<file path="config.mk">
export PLATFORM = sky130hd
export DESIGN_NAME = setbit_vec_assembler
export DESIGN_NICKNAME = d
export VERILOG_FILES = /design/src/rtl/setbit_vec_assembler.sv
export SDC_FILE = /design/constraint.sdc
export NUM_CORES = 1
export LEC_CHECK = 0
export CELL_PAD_IN_SITES_DETAIL_PLACEMENT = 1
export CELL_PAD_IN_SITES_GLOBAL_PLACEMENT = 2
export CORE_ASPECT_RATIO = 0.5
export CORE_MARGIN = 2
export CORE_UTILIZATION = 33
export DETAILED_ROUTE_END_ITERATION = 8
export PLACE_DENSITY = 0.82
export SYNTH_ARGS = -nofsm -noshare
export SYNTH_HDL_FRONTEND = slang
export SYNTH_SLANG_ARGS = --single-unit
</file>
<file path="constraint.sdc">
create_clock -name clk -period 4.7 [get_ports clk]
set_input_delay 0.94 -clock clk [delete_from_list [all_inputs] [get_ports clk]]
set_output_delay 0.94 -clock clk [all_outputs]
set_load 0.03 [all_outputs]
</file>
<file path="src/rtl/setbit_vec_assembler.sv">
// Purpose: rebuild a NUM_PORTS-wide bit mask from a stream of set-bit positions, with count and error flags.
// Latency: result is valid one cycle after the beat carrying in_last is accepted.
// Backpressure: while a result is held, in_ready follows out_ready; in_ready never depends on in_* inputs.
module setbit_vec_assembler #(
    parameter int NUM_PORTS = 8,
    parameter int POS_W     = $clog2(NUM_PORTS),
    parameter int CNT_W     = $clog2(NUM_PORTS + 1)
) (
    input  logic                 clk,
    input  logic                 rst_n,
    input  logic                 in_valid,
    output logic                 in_ready,
    input  logic [POS_W-1:0]     in_pos,
    input  logic                 in_last,
    output logic                 out_valid,
    input  logic                 out_ready,
    output logic [NUM_PORTS-1:0] out_vec,
    output logic [CNT_W-1:0]     out_count,
    output logic                 out_err_dup,
    output logic                 out_err_range
);

    typedef enum logic {
        COLLECT = 1'b0,
        FULL    = 1'b1
    } state_t;

    state_t state;
    state_t state_nxt;

    // Frame accumulator
    logic [NUM_PORTS-1:0] acc_vec;
    logic [CNT_W-1:0]     acc_cnt;
    logic                 acc_dup;
    logic                 acc_range;

    // Accumulator with the current beat folded in
    logic [NUM_PORTS-1:0] mrg_vec;
    logic [CNT_W-1:0]     mrg_cnt;
    logic                 mrg_dup;
    logic                 mrg_range;

    logic                 fire;
    logic                 in_range;
    logic                 hit;
    logic [NUM_PORTS-1:0] pos_mask;

    // A held result only blocks the input when downstream is stalled
    assign in_ready  = (state == COLLECT) | out_ready;
    assign fire      = in_valid & in_ready;
    assign out_valid = (state == FULL);

    // Shift-built mask is zero for positions past the vector, so no out-of-range index is ever formed
    assign in_range = ({1'b0, in_pos} < (POS_W + 1)'(NUM_PORTS));
    assign pos_mask = NUM_PORTS'(1) << in_pos;
    assign hit      = |(acc_vec & pos_mask);

    // Fold the current beat into the accumulator; duplicates and out-of-range beats only raise flags
    always_comb begin
        mrg_vec   = acc_vec;
        mrg_cnt   = acc_cnt;
        mrg_dup   = acc_dup;
        mrg_range = acc_range;
        if (!in_range) begin
            mrg_range = 1'b1;
        end else if (hit) begin
            mrg_dup = 1'b1;
        end else begin
            mrg_vec = acc_vec | pos_mask;
            mrg_cnt = acc_cnt + CNT_W'(1);
        end
    end

    // Next state: a new last beat keeps FULL occupied, otherwise a consumed result frees it
    always_comb begin
        state_nxt = state;
        case (state)
            COLLECT: begin
                if (fire && in_last) state_nxt = FULL;
            end
            FULL: begin
                if (out_ready && !(fire && in_last)) state_nxt = COLLECT;
            end
            default: state_nxt = COLLECT;
        endcase
    end

    // State register
    always_ff @(posedge clk) begin
        if (!rst_n) state <= COLLECT;
        else        state <= state_nxt;
    end

    // Accumulator update and result load; the accumulator clears as the result is captured
    always_ff @(posedge clk) begin
        if (!rst_n) begin
            acc_vec       <= '0;
            acc_cnt       <= '0;
            acc_dup       <= 1'b0;
            acc_range     <= 1'b0;
            out_vec       <= '0;
            out_count     <= '0;
            out_err_dup   <= 1'b0;
            out_err_range <= 1'b0;
        end else if (fire && in_last) begin
            out_vec       <= mrg_vec;
            out_count     <= mrg_cnt;
            out_err_dup   <= mrg_dup;
            out_err_range <= mrg_range;
            acc_vec       <= '0;
            acc_cnt       <= '0;
            acc_dup       <= 1'b0;
            acc_range     <= 1'b0;
        end else if (fire) begin
            acc_vec   <= mrg_vec;
            acc_cnt   <= mrg_cnt;
            acc_dup   <= mrg_dup;
            acc_range <= mrg_range;
        end
    end

endmodule

</file>
* Yosys cells after proc, flatten, opt, wreduce, memory -nomap -nowiden *
Index checks and enable logic that the tools add are counted.

storage, ports and cells
  bits in registers = 27
  input port bits = 8
  word-level logic and storage cells = 26

cells by class
  add/sub/neg operators = 1
  shift operators = 1
  muxes and demuxes = 6
  bitwise operators = 6
  reductions and logical operators = 5

operators with widths
  kind                   number
  $and A8 B8 Y8          1
  $mux W8                1
  $or A8 B8 Y8           1
  $reduce_or A8 Y1       1
  $shl A1 B3 Y8 const A  1
  $add A4 B1 Y4 const B  1
  $mux W4                1
  $mux W1                3
  $logic_and A1 B1 Y1    2
  $not A1 Y1             2
  $pmux W1 S2            1
  $reduce_or A2 Y1       1
  $and A1 B1 Y1          1
  $logic_not A1 Y1       1
  $or A1 B1 Y1           1

* Logic depth before layout (Yosys ltp) *
  word-level depth = 8
  mapped depth = 7

* Worst setup path before layout *
Ideal clock, no wire load.

  path kind = input to output
  start = input port out_ready
  end = output port in_ready
  arrival time = 1252 ps
  data required time = 3760 ps
  slack = 2508 ps
  stages on the path = 2
  path buffers = 1
  cells stage by stage = nand2b_1 > buf_2

on the way
  longest elaborated chain between the ends = 1

RTL lines
  element       RTL line  text
  from (decl)   16        input logic out_ready,
  $or A1 B1 Y1  49        assign in_ready = (state == COLLECT) | out_ready;
  to (decl)     12        output logic in_ready,

No other way between the ends.

* Worst setup path after layout *
Ends and elaborated chain as after synthesis.

==> flow_metrics.tcl <==
set metrics [dict create \
    synth_cell_types 41 \
    clkTransAtPathRegs_ns 0.09 \
    antenna-diode-count 0 \
    ys.flop_type "dfxtp_1" \
    status "completed" \
    finalSetupViolCount 0 \
    synth_cells 144 \
    crit_required_ns 3.76 \
    max-cap-violations 0 \
    grt_pass1_wl_um 5100 \
    drive_gt1_frac 0.0692 \
    ant_nets 0 \
    netlist_area_um2 1290 \
    dp_hpwl_um 2280 \
    total_power_w 0.000464 \
    root_buffer "clkbuf_8" \
    rsz0062_at_grt "false" \
    drt_pass1_iterations 4 \
    seq_area_frac_synth 0.417 \
    critPathSlowestCell "clkdlybuf4s50_1" \
    areaGrowthSynthToFinish_pct 20.9 \
    ys_ff_latch 27 \
    grt_pass1_vias 1045 \
    synth_top_cell_by_area "dfxtp_1" \
    place.gp.congestion 0.730 \
    first_iter_violations 26 \
    rr_endpoint "out_count[0]" \
    power-per-cell-area_nw_per_um2 297 \
    synth_warnings 0 \
    wl_um 3160 \
    dieArea_um2 4470 \
    core.rowCount 16 \
    wire_per_inst_um 14.8 \
    via_per_inst 5.32 \
    fin_skew_ns 0.00356 \
    die_w_um 92.6 \
    track_usage 0.150 \
    fin_setup_tns_ns 0 \
    io_pins 24 \
    wl_met1_um 1620 \
    mostFrequentLayoutCells "dfxtp_1 (27), clkdlybuf4s50_1 (22), o21ai_0 (11)" \
    crit_path_start "out_ready" \
    fin_crit_ns 3.29 \
    worst-setup-path-type "in2out" \
    postCtsResizedCells 0 \
    top_layer "met4" \
    worstPathArrival_ns 2.35 \
    start_util 0.339 \
    cts_setup_buffers 0 \
    cts_made_buffers 3 \
    wl_met3_um 102 \
    cp_max_fo 7 \
    cp-start-kind "input pin" \
    min_period_over_period 0.701 \
    crit_end "in_ready" \
    relSlewSlack 0.315 \
    cts_tree "done" \
    nets 169 \
    clk_latency_ns 0.27 \
    grt_max_degree 19 \
    avgSynthCellArea_um2 8.99 \
    ir_drop_mv 0.114 \
    htreeDepth 1 \
    slowest_delay_ns 0.74 \
    grt_overflow 0 \
    die_h_um 48.3 \
    hp-class "reg2reg" \
    synth.top_cell.area_share 0.417 \
    fillers 461 \
    reg2reg_from "acc_vec[5]" \
    clock-sinks 27 \
    route.detailed.drc 0 \
    async_flop_share 0 \
    reg2reg_depth 4 \
    cts_buffer_depth 2 \
    cp_common_cell "clkdlybuf4s50_1" \
    synthTopCellsByArea "dfxtp_1 (42%), o21ai_0 (4.3%), mux2i_1 (3.9%)" \
    p_leak_nw 0.579 \
    wl_met2_um 1400 \
    drv_slew 0 \
    layout_commonest_cell "dfxtp_1" \
    fmax_mhz 304 \
    crit_path_cell_trace "clkdlybuf4s50_1 > nand2b_1 > clkdlybuf4s50_1" \
    synth_edf_count 0 \
    regToRegSetupSlack_ns 2.92 \
    endpoint_kind "output port" \
    worst_slew_pin_slew_ns 1.03 \
    whs_path_depth 1 \
    vias 1133 \
    ctsHoldBuffers 0 \
    io_buffers 22 \
    post-route-util 0.409 \
    grt_antenna_before_repair 0 \
    hold_viol_final 0 \
    syn-num-nets 153 \
    core_um2 3820 \
]
synthesized netlist by cell type, types with 3 or more instances:
master   count
buf_2        8
buf_4        3
dfxtp_1     27
a22o_1       5
nand2_1      5
inv_1        4
nor3_1       4
mux2i_1      5
nand3_1      6
o31ai_1      4
nor2_1      10
a32o_1       3
a21oi_1      8
nand4_1      4
a31oi_1      4
o21ai_0     11
power breakdown:
| part | leakage [nW] | internal, W | switching (W) |
|---|---|---|---|
| Combinational | 0.336 | 0.0000350 | 0.0000504 |
| Sequential | 0.221 | 0.000240 | 0.00000648 |
| Clock | 0.0228 | 0.0000608 | 0.0000721 |
| Total | 0.579 | 0.000335 | 0.000129 |
worst min path at each step:
stage / end / startpoint / slack (ns)
2_1_floorplan: acc_dup / acc_dup / 0.44
3_5_place_dp: acc_dup / acc_dup / 0.46
3_3_place_gp: acc_dup / acc_dup / 0.46
4_1_cts: acc_dup / acc_dup / 0.48
5_1_grt: acc_dup / acc_dup / 0.49
6_report: acc_dup / acc_dup / 0.48
per-stage QoR:
| step | instance area, um2 | setup WS (ns) | cells | hold WS, ns |
|---|---|---|---|---|
| 3_3_place_gp | 1520 | 1.45 | 209 | 0.457 |
| 6_report | 1570 | 1.41 | 213 | 0.476 |
| 2_1_floorplan | 1290 | 2.51 | 144 | 0.442 |
| 5_1_grt | 1570 | 1.34 | 213 | 0.492 |
| 4_1_cts | 1570 | 1.41 | 213 | 0.482 |
| 3_5_place_dp | 1520 | 1.40 | 209 | 0.459 |
sequential cells by signal, indices dropped and copies added (netlist names):
signal,cells
acc_vec,8
out_count,4
out_err_dup,1
acc_cnt,4
out_valid,1
out_vec,8
acc_dup,1
final cells by class:
cell class | instances | area (um2) | area share
inverters | 4 | 15.0 | 0.00959
well taps | 54 | 67.6 | 0.0432
repair buffers | 24 | 235 | 0.150
multi-input cells | 100 | 662 | 0.423
clock buffers | 4 | 45.0 | 0.0288
flip-flops and latches | 27 | 541 | 0.345
logic make-up after synthesis:
kind of cell | synth area share
other | 0.00290
adder cells (fa/ha/maj) | 0.00966
AO/OA/AOI/OAI | 0.250
flip-flops | 0.417
multiplexers | 0.0473
buffers and inverters | 0.0715
AND/OR/NAND/NOR | 0.201
worst max-delay path: cells and delay by family:
kind,cells,cell delay (ns)
buf+inv,2,1.19
simple gates,1,0.23
routing by layer:
metal / vias up / global-route usage
li1: 561 / -
met1: 548 / 0.201
met2: 20 / 0.263
met3: 4 / 0.0294
met4: 0 / 0.0358
met5: - / 0
No activity file was read; power rests on OpenSTA's default activity.
